==> config.mk <==
export PLATFORM = sky130hd
export DESIGN_NAME = safety_zone_monitor_flat
export DESIGN_NICKNAME = d
export VERILOG_FILES = /design/src/rtl/safety_zone_if.sv /design/src/rtl/safety_zone_monitor.sv /design/src/flat_wrapper.sv
export SDC_FILE = /design/constraint.sdc
export NUM_CORES = 1
export LEC_CHECK = 0
export ABC_AREA = 1
export CAP_MARGIN = 20
export CORE_MARGIN = 5
export CORE_UTILIZATION = 46
export CTS_BUF_LIST = sky130_fd_sc_hd__clkbuf_8
export DETAILED_ROUTE_END_ITERATION = 16
export PLACE_DENSITY = 0.66
export SETUP_SLACK_MARGIN = 0.15
export SYNTH_ARGS = -nofsm -noshare
export SYNTH_HDL_FRONTEND = slang
export SYNTH_SLANG_ARGS = --single-unit
==> constraint.sdc <==
create_clock -name clk -period 4.66 [get_ports clk]
set_input_delay 0.466 -clock clk [delete_from_list [all_inputs] [get_ports clk]]
set_output_delay 0.466 -clock clk [all_outputs]
set_load 0.05 [all_outputs]
==> src/rtl/safety_zone_if.sv <==
// Bundles the safety zone monitor's sensor, operator and alarm-panel signals.
// The master side drives sensors and controls; the slave side is the monitor itself.
interface safety_zone_if #(
    parameter int NUM_ZONES = 4
);
    logic [NUM_ZONES-1:0] manual_trigger;
    logic [NUM_ZONES-1:0] loud_noise;
    logic [NUM_ZONES-1:0] carbon_sensor;
    logic [NUM_ZONES-1:0] unwanted_person;
    logic [NUM_ZONES-1:0] medical_report;
    logic                 is_raining;
    logic                 local_alert;
    logic                 is_system_test;
    logic                 all_clear;
    logic                 ack;

    logic [NUM_ZONES-1:0] zone_fire;
    logic [NUM_ZONES-1:0] zone_lockdown;
    logic [NUM_ZONES-1:0] zone_medical;
    logic                 storm;
    logic                 heightened_security;
    logic                 no_emergency;
    logic                 non_specific_emergency;
    logic                 confirmed_emergency;
    logic                 escalated;
    logic                 warn_students;
    logic                 authority_contacted;
    logic                 need_evacuation;
    logic                 lockdown_needed;
    logic                 all_clear_out;
    logic [2:0]           state;

    modport master (
        output manual_trigger, loud_noise, carbon_sensor, unwanted_person, medical_report,
        output is_raining, local_alert, is_system_test, all_clear, ack,
        input  zone_fire, zone_lockdown, zone_medical, storm, heightened_security,
        input  no_emergency, non_specific_emergency, confirmed_emergency, escalated,
        input  warn_students, authority_contacted, need_evacuation, lockdown_needed,
        input  all_clear_out, state
    );

    modport slave (
        input  manual_trigger, loud_noise, carbon_sensor, unwanted_person, medical_report,
        input  is_raining, local_alert, is_system_test, all_clear, ack,
        output zone_fire, zone_lockdown, zone_medical, storm, heightened_security,
        output no_emergency, non_specific_emergency, confirmed_emergency, escalated,
        output warn_students, authority_contacted, need_evacuation, lockdown_needed,
        output all_clear_out, state
    );
endinterface

==> src/rtl/safety_zone_monitor.sv <==
// Multi-zone campus emergency monitor: debounced sensors, latched per-zone conditions
// and a suspect/confirmed/escalated/test/clearing sequencer with registered outputs.
module safety_zone_monitor #(
    parameter int NUM_ZONES         = 4,
    parameter int DEBOUNCE_CYCLES   = 8,
    parameter int ESCALATE_CYCLES   = 1000,
    parameter int CLEAR_HOLD_CYCLES = 16
) (
    input logic         clk,
    input logic         rst,
    safety_zone_if.slave bus
);
    localparam int NUM_RAW = 5 * NUM_ZONES + 2;
    localparam int DCW     = $clog2(DEBOUNCE_CYCLES + 1);
    localparam int ECW     = $clog2(ESCALATE_CYCLES + 1);
    localparam int HCW     = $clog2(CLEAR_HOLD_CYCLES + 1);

    localparam logic [DCW-1:0] DEB_SAT   = DCW'(DEBOUNCE_CYCLES);
    localparam logic [DCW-1:0] DEB_LAST  = DCW'(DEBOUNCE_CYCLES - 1);
    localparam logic [ECW-1:0] ESC_LAST  = ECW'(ESCALATE_CYCLES - 1);
    localparam logic [HCW-1:0] HOLD_LAST = HCW'(CLEAR_HOLD_CYCLES - 1);

    typedef enum logic [2:0] {
        IDLE      = 3'd0,
        SUSPECT   = 3'd1,
        CONFIRMED = 3'd2,
        ESCALATED = 3'd3,
        TEST      = 3'd4,
        CLEARING  = 3'd5
    } stateT;

    stateT stateReg, nextState;

    logic [NUM_RAW-1:0] rawVec, filtVec;
    logic               debClear;

    assign rawVec = {bus.local_alert, bus.is_raining, bus.medical_report, bus.unwanted_person,
                     bus.carbon_sensor, bus.loud_noise, bus.manual_trigger};

    // Filters are held empty while clearing so stale sensor history cannot re-trigger on return.
    assign debClear = (stateReg == CLEARING) || (nextState == CLEARING);

    generate
        for (genvar gi = 0; gi < NUM_RAW; gi++) begin : gDebounce
            logic [DCW-1:0] cnt;
            logic           filt;

            always_ff @(posedge clk or posedge rst) begin
                if (rst) begin
                    cnt  <= '0;
                    filt <= 1'b0;
                end else if (debClear || !rawVec[gi]) begin
                    cnt  <= '0;
                    filt <= 1'b0;
                end else if (cnt != DEB_SAT) begin
                    cnt  <= cnt + 1'b1;
                    filt <= (cnt == DEB_LAST);
                end
            end

            assign filtVec[gi] = filt;
        end
    endgenerate

    logic [NUM_ZONES-1:0] fManual, fLoud, fCarbon, fUnwanted, fMedical;
    logic [NUM_ZONES-1:0] trig, fireCond, lockCond;
    logic                 fRain, fLocal, stormCond, anyCond;

    assign fManual   = filtVec[0 +: NUM_ZONES];
    assign fLoud     = filtVec[NUM_ZONES +: NUM_ZONES];
    assign fCarbon   = filtVec[2*NUM_ZONES +: NUM_ZONES];
    assign fUnwanted = filtVec[3*NUM_ZONES +: NUM_ZONES];
    assign fMedical  = filtVec[4*NUM_ZONES +: NUM_ZONES];
    assign fRain     = filtVec[5*NUM_ZONES];
    assign fLocal    = filtVec[5*NUM_ZONES+1];

    assign trig      = fManual | fLoud;
    assign fireCond  = trig & fCarbon;
    assign lockCond  = {NUM_ZONES{fLocal}} & (fLoud | fUnwanted);
    assign stormCond = (|trig) & fRain;
    assign anyCond   = (|fireCond) | stormCond | (|lockCond) | (|fMedical);

    logic [NUM_ZONES-1:0] zoneFireReg, zoneLockReg, zoneMedReg;
    logic                 stormReg, hsReg;
    logic                 noEmReg, nonSpecReg, confReg, escReg;
    logic                 warnReg, authReg, evacReg, lockNeedReg, clearOutReg;
    logic [ECW-1:0]       escCnt;
    logic                 ackedReg;
    logic [HCW-1:0]       holdCnt;
    logic                 escTerminal;

    // An ack arriving on the terminal cycle suppresses escalation.
    assign escTerminal = (stateReg == CONFIRMED) && !ackedReg && !bus.ack && (escCnt == ESC_LAST);

    always_comb begin
        nextState = stateReg;
        case (stateReg)
            IDLE: begin
                if (anyCond)    nextState = bus.is_system_test ? TEST : CONFIRMED;
                else if (|trig) nextState = SUSPECT;
            end
            SUSPECT: begin
                if (bus.all_clear) nextState = CLEARING;
                else if (anyCond)  nextState = bus.is_system_test ? TEST : CONFIRMED;
            end
            CONFIRMED: begin
                if (bus.all_clear)     nextState = CLEARING;
                else if (escTerminal)  nextState = ESCALATED;
            end
            ESCALATED: begin
                if (bus.all_clear) nextState = CLEARING;
            end
            TEST: begin
                if (bus.all_clear || !bus.is_system_test) nextState = CLEARING;
            end
            CLEARING: begin
                if (holdCnt == HOLD_LAST) nextState = IDLE;
            end
            default: nextState = IDLE;
        endcase
    end

    logic [NUM_ZONES-1:0] fireNext, lockNext, medNext;
    logic                 stormNext, hsNext, setPhase, confNext;

    always_comb begin
        setPhase  = (nextState == SUSPECT) || (nextState == CONFIRMED) ||
                    (nextState == ESCALATED) || (nextState == TEST);
        confNext  = (nextState == CONFIRMED) || (nextState == ESCALATED);
        fireNext  = zoneFireReg;
        lockNext  = zoneLockReg;
        medNext   = zoneMedReg;
        stormNext = stormReg;
        hsNext    = hsReg;
        if (nextState == CLEARING) begin
            fireNext  = '0;
            lockNext  = '0;
            medNext   = '0;
            stormNext = 1'b0;
            hsNext    = 1'b0;
        end else begin
            if (setPhase) begin
                fireNext  = zoneFireReg | fireCond;
                lockNext  = zoneLockReg | lockCond;
                medNext   = zoneMedReg | fMedical;
                stormNext = stormReg | stormCond;
            end
            hsNext = hsReg | fLocal;
        end
    end

    always_ff @(posedge clk or posedge rst) begin
        if (rst) begin
            stateReg    <= IDLE;
            zoneFireReg <= '0;
            zoneLockReg <= '0;
            zoneMedReg  <= '0;
            stormReg    <= 1'b0;
            hsReg       <= 1'b0;
            noEmReg     <= 1'b1;
            nonSpecReg  <= 1'b0;
            confReg     <= 1'b0;
            escReg      <= 1'b0;
            warnReg     <= 1'b0;
            authReg     <= 1'b0;
            evacReg     <= 1'b0;
            lockNeedReg <= 1'b0;
            clearOutReg <= 1'b0;
            escCnt      <= '0;
            ackedReg    <= 1'b0;
            holdCnt     <= '0;
        end else begin
            stateReg    <= nextState;
            zoneFireReg <= fireNext;
            zoneLockReg <= lockNext;
            zoneMedReg  <= medNext;
            stormReg    <= stormNext;
            hsReg       <= hsNext;
            noEmReg     <= (nextState == IDLE) || (nextState == TEST) || (nextState == CLEARING);
            nonSpecReg  <= (nextState == SUSPECT);
            confReg     <= confNext;
            escReg      <= (nextState == ESCALATED);
            authReg     <= confNext;
            warnReg     <= confNext & ((|fireNext) | (|lockNext) | stormNext | hsNext);
            evacReg     <= confNext & ((|fireNext) | stormNext);
            lockNeedReg <= confNext & (|lockNext);
            clearOutReg <= (nextState == CLEARING);

            if (nextState == CLEARING) begin
                escCnt   <= '0;
                ackedReg <= 1'b0;
            end else if (stateReg == CONFIRMED) begin
                if (bus.ack || ackedReg) ackedReg <= 1'b1;
                else                     escCnt   <= escCnt + 1'b1;
            end

            if ((stateReg == CLEARING) && (nextState == CLEARING)) holdCnt <= holdCnt + 1'b1;
            else                                                   holdCnt <= '0;
        end
    end

    assign bus.zone_fire              = zoneFireReg;
    assign bus.zone_lockdown          = zoneLockReg;
    assign bus.zone_medical           = zoneMedReg;
    assign bus.storm                  = stormReg;
    assign bus.heightened_security    = hsReg;
    assign bus.no_emergency           = noEmReg;
    assign bus.non_specific_emergency = nonSpecReg;
    assign bus.confirmed_emergency    = confReg;
    assign bus.escalated              = escReg;
    assign bus.warn_students          = warnReg;
    assign bus.authority_contacted    = authReg;
    assign bus.need_evacuation        = evacReg;
    assign bus.lockdown_needed        = lockNeedReg;
    assign bus.all_clear_out          = clearOutReg;
    assign bus.state                  = stateReg;
endmodule

==> src/flat_wrapper.sv <==
// flat-port wrapper written by rule: the top's interface ports become plain ports
module safety_zone_monitor_flat 
#(
    parameter int NUM_ZONES         = 4,
    parameter int DEBOUNCE_CYCLES   = 8,
    parameter int ESCALATE_CYCLES   = 1000,
    parameter int CLEAR_HOLD_CYCLES = 16
)
  (clk, rst, bus_manual_trigger, bus_loud_noise, bus_carbon_sensor, bus_unwanted_person, bus_medical_report, bus_is_raining, bus_local_alert, bus_is_system_test, bus_all_clear, bus_ack, bus_zone_fire, bus_zone_lockdown, bus_zone_medical, bus_storm, bus_heightened_security, bus_no_emergency, bus_non_specific_emergency, bus_confirmed_emergency, bus_escalated, bus_warn_students, bus_authority_contacted, bus_need_evacuation, bus_lockdown_needed, bus_all_clear_out, bus_state);
  safety_zone_if #(.NUM_ZONES(NUM_ZONES)) bus_i ();
  input logic clk;
  input logic rst;
  input wire logic [$bits(bus_i.manual_trigger)-1:0] bus_manual_trigger;
  input wire logic [$bits(bus_i.loud_noise)-1:0] bus_loud_noise;
  input wire logic [$bits(bus_i.carbon_sensor)-1:0] bus_carbon_sensor;
  input wire logic [$bits(bus_i.unwanted_person)-1:0] bus_unwanted_person;
  input wire logic [$bits(bus_i.medical_report)-1:0] bus_medical_report;
  input wire logic [$bits(bus_i.is_raining)-1:0] bus_is_raining;
  input wire logic [$bits(bus_i.local_alert)-1:0] bus_local_alert;
  input wire logic [$bits(bus_i.is_system_test)-1:0] bus_is_system_test;
  input wire logic [$bits(bus_i.all_clear)-1:0] bus_all_clear;
  input wire logic [$bits(bus_i.ack)-1:0] bus_ack;
  output wire logic [$bits(bus_i.zone_fire)-1:0] bus_zone_fire;
  output wire logic [$bits(bus_i.zone_lockdown)-1:0] bus_zone_lockdown;
  output wire logic [$bits(bus_i.zone_medical)-1:0] bus_zone_medical;
  output wire logic [$bits(bus_i.storm)-1:0] bus_storm;
  output wire logic [$bits(bus_i.heightened_security)-1:0] bus_heightened_security;
  output wire logic [$bits(bus_i.no_emergency)-1:0] bus_no_emergency;
  output wire logic [$bits(bus_i.non_specific_emergency)-1:0] bus_non_specific_emergency;
  output wire logic [$bits(bus_i.confirmed_emergency)-1:0] bus_confirmed_emergency;
  output wire logic [$bits(bus_i.escalated)-1:0] bus_escalated;
  output wire logic [$bits(bus_i.warn_students)-1:0] bus_warn_students;
  output wire logic [$bits(bus_i.authority_contacted)-1:0] bus_authority_contacted;
  output wire logic [$bits(bus_i.need_evacuation)-1:0] bus_need_evacuation;
  output wire logic [$bits(bus_i.lockdown_needed)-1:0] bus_lockdown_needed;
  output wire logic [$bits(bus_i.all_clear_out)-1:0] bus_all_clear_out;
  output wire logic [$bits(bus_i.state)-1:0] bus_state;
  assign bus_i.manual_trigger = bus_manual_trigger;
  assign bus_i.loud_noise = bus_loud_noise;
  assign bus_i.carbon_sensor = bus_carbon_sensor;
  assign bus_i.unwanted_person = bus_unwanted_person;
  assign bus_i.medical_report = bus_medical_report;
  assign bus_i.is_raining = bus_is_raining;
  assign bus_i.local_alert = bus_local_alert;
  assign bus_i.is_system_test = bus_is_system_test;
  assign bus_i.all_clear = bus_all_clear;
  assign bus_i.ack = bus_ack;
  assign bus_zone_fire = bus_i.zone_fire;
  assign bus_zone_lockdown = bus_i.zone_lockdown;
  assign bus_zone_medical = bus_i.zone_medical;
  assign bus_storm = bus_i.storm;
  assign bus_heightened_security = bus_i.heightened_security;
  assign bus_no_emergency = bus_i.no_emergency;
  assign bus_non_specific_emergency = bus_i.non_specific_emergency;
  assign bus_confirmed_emergency = bus_i.confirmed_emergency;
  assign bus_escalated = bus_i.escalated;
  assign bus_warn_students = bus_i.warn_students;
  assign bus_authority_contacted = bus_i.authority_contacted;
  assign bus_need_evacuation = bus_i.need_evacuation;
  assign bus_lockdown_needed = bus_i.lockdown_needed;
  assign bus_all_clear_out = bus_i.all_clear_out;
  assign bus_state = bus_i.state;
  safety_zone_monitor #(.NUM_ZONES(NUM_ZONES), .DEBOUNCE_CYCLES(DEBOUNCE_CYCLES), .ESCALATE_CYCLES(ESCALATE_CYCLES), .CLEAR_HOLD_CYCLES(CLEAR_HOLD_CYCLES)) u_core (.clk(clk), .rst(rst), .bus(bus_i));
endmodule
==> metrics.yaml <==
initial_core_util: 0.469
yosysMostFrequentCell: "inv_1"
final_cell_area_sq_um: 9330
crit_chain: "o21ai_0, nand3_1, nor2_1, nand2_1, nand2_1, nand2_1, clkinv_1, nand2_2, nand3_2, nand2_8, inv_4, nor2_8, inv_4, nor2_2, nand2_1, o21ai_0"
worst_ep_arrival_time_ns: 3.39
routed_wl_um: 14600
antenna_found_initial: 0
htreeDepth: 4
drtPass1Iterations: 4
highest_layer: "met4"
ys.flop_type: "dfrtp_1"
p_per_area_nw_per_um2: 484
path_buf_inv: 3
grt.total_usage: 0.155
cts_root_buf: "clkbuf_8"
drt_first_iter_violations: 260
wl_met3_um: 625
dpl-instance-area_sq_um: 8910
n_antenna_cell: 0
worst_ir_drop_vdd_uv: 514
io_buffers: 52
avgSynthCellArea_sq_um: 9.00
routedWlPerCell_um: 12.1
grt_pass1_wl_um: 25800
yosysSeqAreaShare: 0.464
final_cells: 1207
max_freq_ghz: 0.326
crit_top_cell: "nand2_1"
utilization: 0.538
yosys-top-cells-area: "dfrtp_1, inv_1, ha_1"
ys_ff_latch: 151
ys_warn_count: 0
cts-resized-gates: 0
min_period_over_period: 0.659
multi_input_area_sq_um: 3570
async_flop_share: 1.00
place_congestion: 0.786
post_cts_buffers: 0
numCtsBuffers: 17
finalHoldViolations: 0
drv_cap: 0
syn_area_sq_um: 8140
drive_above_1_share: 0.114
status: "complete, no violations"
vias_per_cell: 4.77
synthCells: 904
cts_tree: "yes"
cpMaxStageDelayCell: "inv_4"
netlist_top_cells_count: "inv_1, dfrtp_1, nand2_1, nand3_1, nor2_1"
clkLatencyLatePin_ns: 0.44
die_y_um: 143
core-area_sq_um: 17400
p_leak_uw: 0.00442
path_clk_slew_ns: 0.07
worstSetupEndpointType: "flop"
drc: 0
grt_max_degree: 152
die_area_sq_um: 20500
tns_ns: 0
cp_max_fo: 27
area_growth_pct: 14.7
synth_edf_count: 0
worst_pin_slew_ns: 0.856
num_rows: 48
start_kind: "flop"
met2WireLength_um: 6640
slowest_delay_ns: 0.61
dp_cells: 1175
slew_viol_final: 0
finalClockSkew_ns: 0.0101
fillCellCount: 1578
die_w_um: 143
pin_count: 53
synth_cell_types: 39
syn-num-nets: 978
crit_family: "simple AND/OR/NAND/NOR gates"
rsz0062_at_grt: "false"
ctsLongestPathBuffers: 2
vias: 5759
hpwl_um: 10700
drtAntennaViolNets: 0
yosysTopAreaCellShare: 0.461
grt-ovfl-total: 0
path_class: "reg -> reg"
nets: 1043
seqCellArea_sq_um: 3780
first_global_vias: 5595
hold_path.class: "reg -> reg"
maxSlewHeadroom: 0.429
finalSetupViolCount: 0
met1_length_um: 7190
yosys.area.top_type: "dfrtp_1"
period_needed_ns: 3.07
cts_hold_buf: 0
clock-sinks: 151
worstPathRequired_ns: 4.98
path summary, 6_finish.rpt:
| kind | start | endpoint | slack [ns] | cells past startpoint |
|---|---|---|---|---|
| hold / removal | u_core.holdCnt[0] | u_core.holdCnt[0] | 0.47 | 1 |
| setup / recovery | u_core.gDebounce[5].filt | u_core.fRain | 1.59 | 16 |
| hold reg to reg | u_core.holdCnt[0] | u_core.holdCnt[0] | 0.47 | 1 |
| setup reg to reg | u_core.gDebounce[5].filt | u_core.fRain | 1.59 | 16 |
| max in group asynchronous | rst | u_core.gDebounce[13].filt | 3.48 | 3 |
| min in group asynchronous | rst | u_core.gDebounce[18].cnt[3] | 0.61 | 3 |
logic make-up after synthesis:
logic type      after synthesis  share of synthesized area
buf+inv                     199                     0.0966
fa+ha+maj                    47                     0.0723
compound gates               91                     0.0673
flops                       151                      0.464
xor+xnor                     48                     0.0517
simple gates                368                      0.248
final cells by class:
class	instances	area share
Tap cell	225	0.0302
Inverter	192	0.0784
Clock inverter	13	0.0174
Timing Repair Buffer	53	0.0579
Multi-Input combinational cell	554	0.383
Sequential cell	151	0.405
Clock buffer	19	0.0280
cell usage in the layout, fill, tap and decap left out, types with 4 or more instances in the layout:
cell | synthesis | layout
inv_1 | 177 | 180
dfrtp_1 | 150 | 150
xor2_1 | 27 | 27
o21ai_1 | 33 | 33
clkdlybuf4s50_1 | 0 | 52
o21ai_2 | 4 | 4
clkinv_2 | 0 | 4
nor2_2 | 4 | 4
o21ai_0 | 22 | 22
nor2_4 | 11 | 11
bufinv_16 | 0 | 4
nand2_2 | 7 | 7
a21oi_1 | 22 | 22
xnor2_1 | 21 | 21
clkbuf_8 | 0 | 19
nand3_1 | 89 | 89
nor2_8 | 11 | 11
inv_2 | 11 | 11
nand4_1 | 10 | 10
nor3_1 | 27 | 27
nor3_2 | 17 | 17
nand3b_1 | 6 | 6
nor2_1 | 80 | 80
ha_1 | 47 | 47
a211oi_2 | 4 | 4
nand2_1 | 98 | 98
where the power goes:
part / total [uW] / internal [uW] / switching [uW]
logic: 1770 / 550 / 1220
clock network: 1070 / 601 / 466
registers: 1690 / 1520 / 169
total: 4520 / 2670 / 1850
metal layers:
metal  global-route usage  up-vias
met4               0.0455        0
met2                0.243       90
met3               0.0388       14
met5                    0        -
li1                     -     2987
met1                0.214     2668
sequential cells by signal (all words and copies together) (netlist names), 3 cells and up:
register,cells
u_core.bus.zone_fire,4
u_core.bus.zone_lockdown,4
u_core.gDebounce.filt,20
u_core.bus.zone_medical,4
u_core.bus.state,3
u_core.gDebounce.cnt,88
u_core.escCnt,10
u_core.holdCnt,5
through the flow:
stage                     total power (uW)  hold slack [ns]  setup WS (ns)
final                                 4520            0.468           1.59
after global routing                  4880            0.489           1.20
after CTS                             4590            0.472           1.50
after detailed placement              3500            0.462           1.47
after global placement                3460            0.456           1.54
after floorplan                       3210            0.433           2.19
Note: power is estimated with default switching activity, not from simulation.
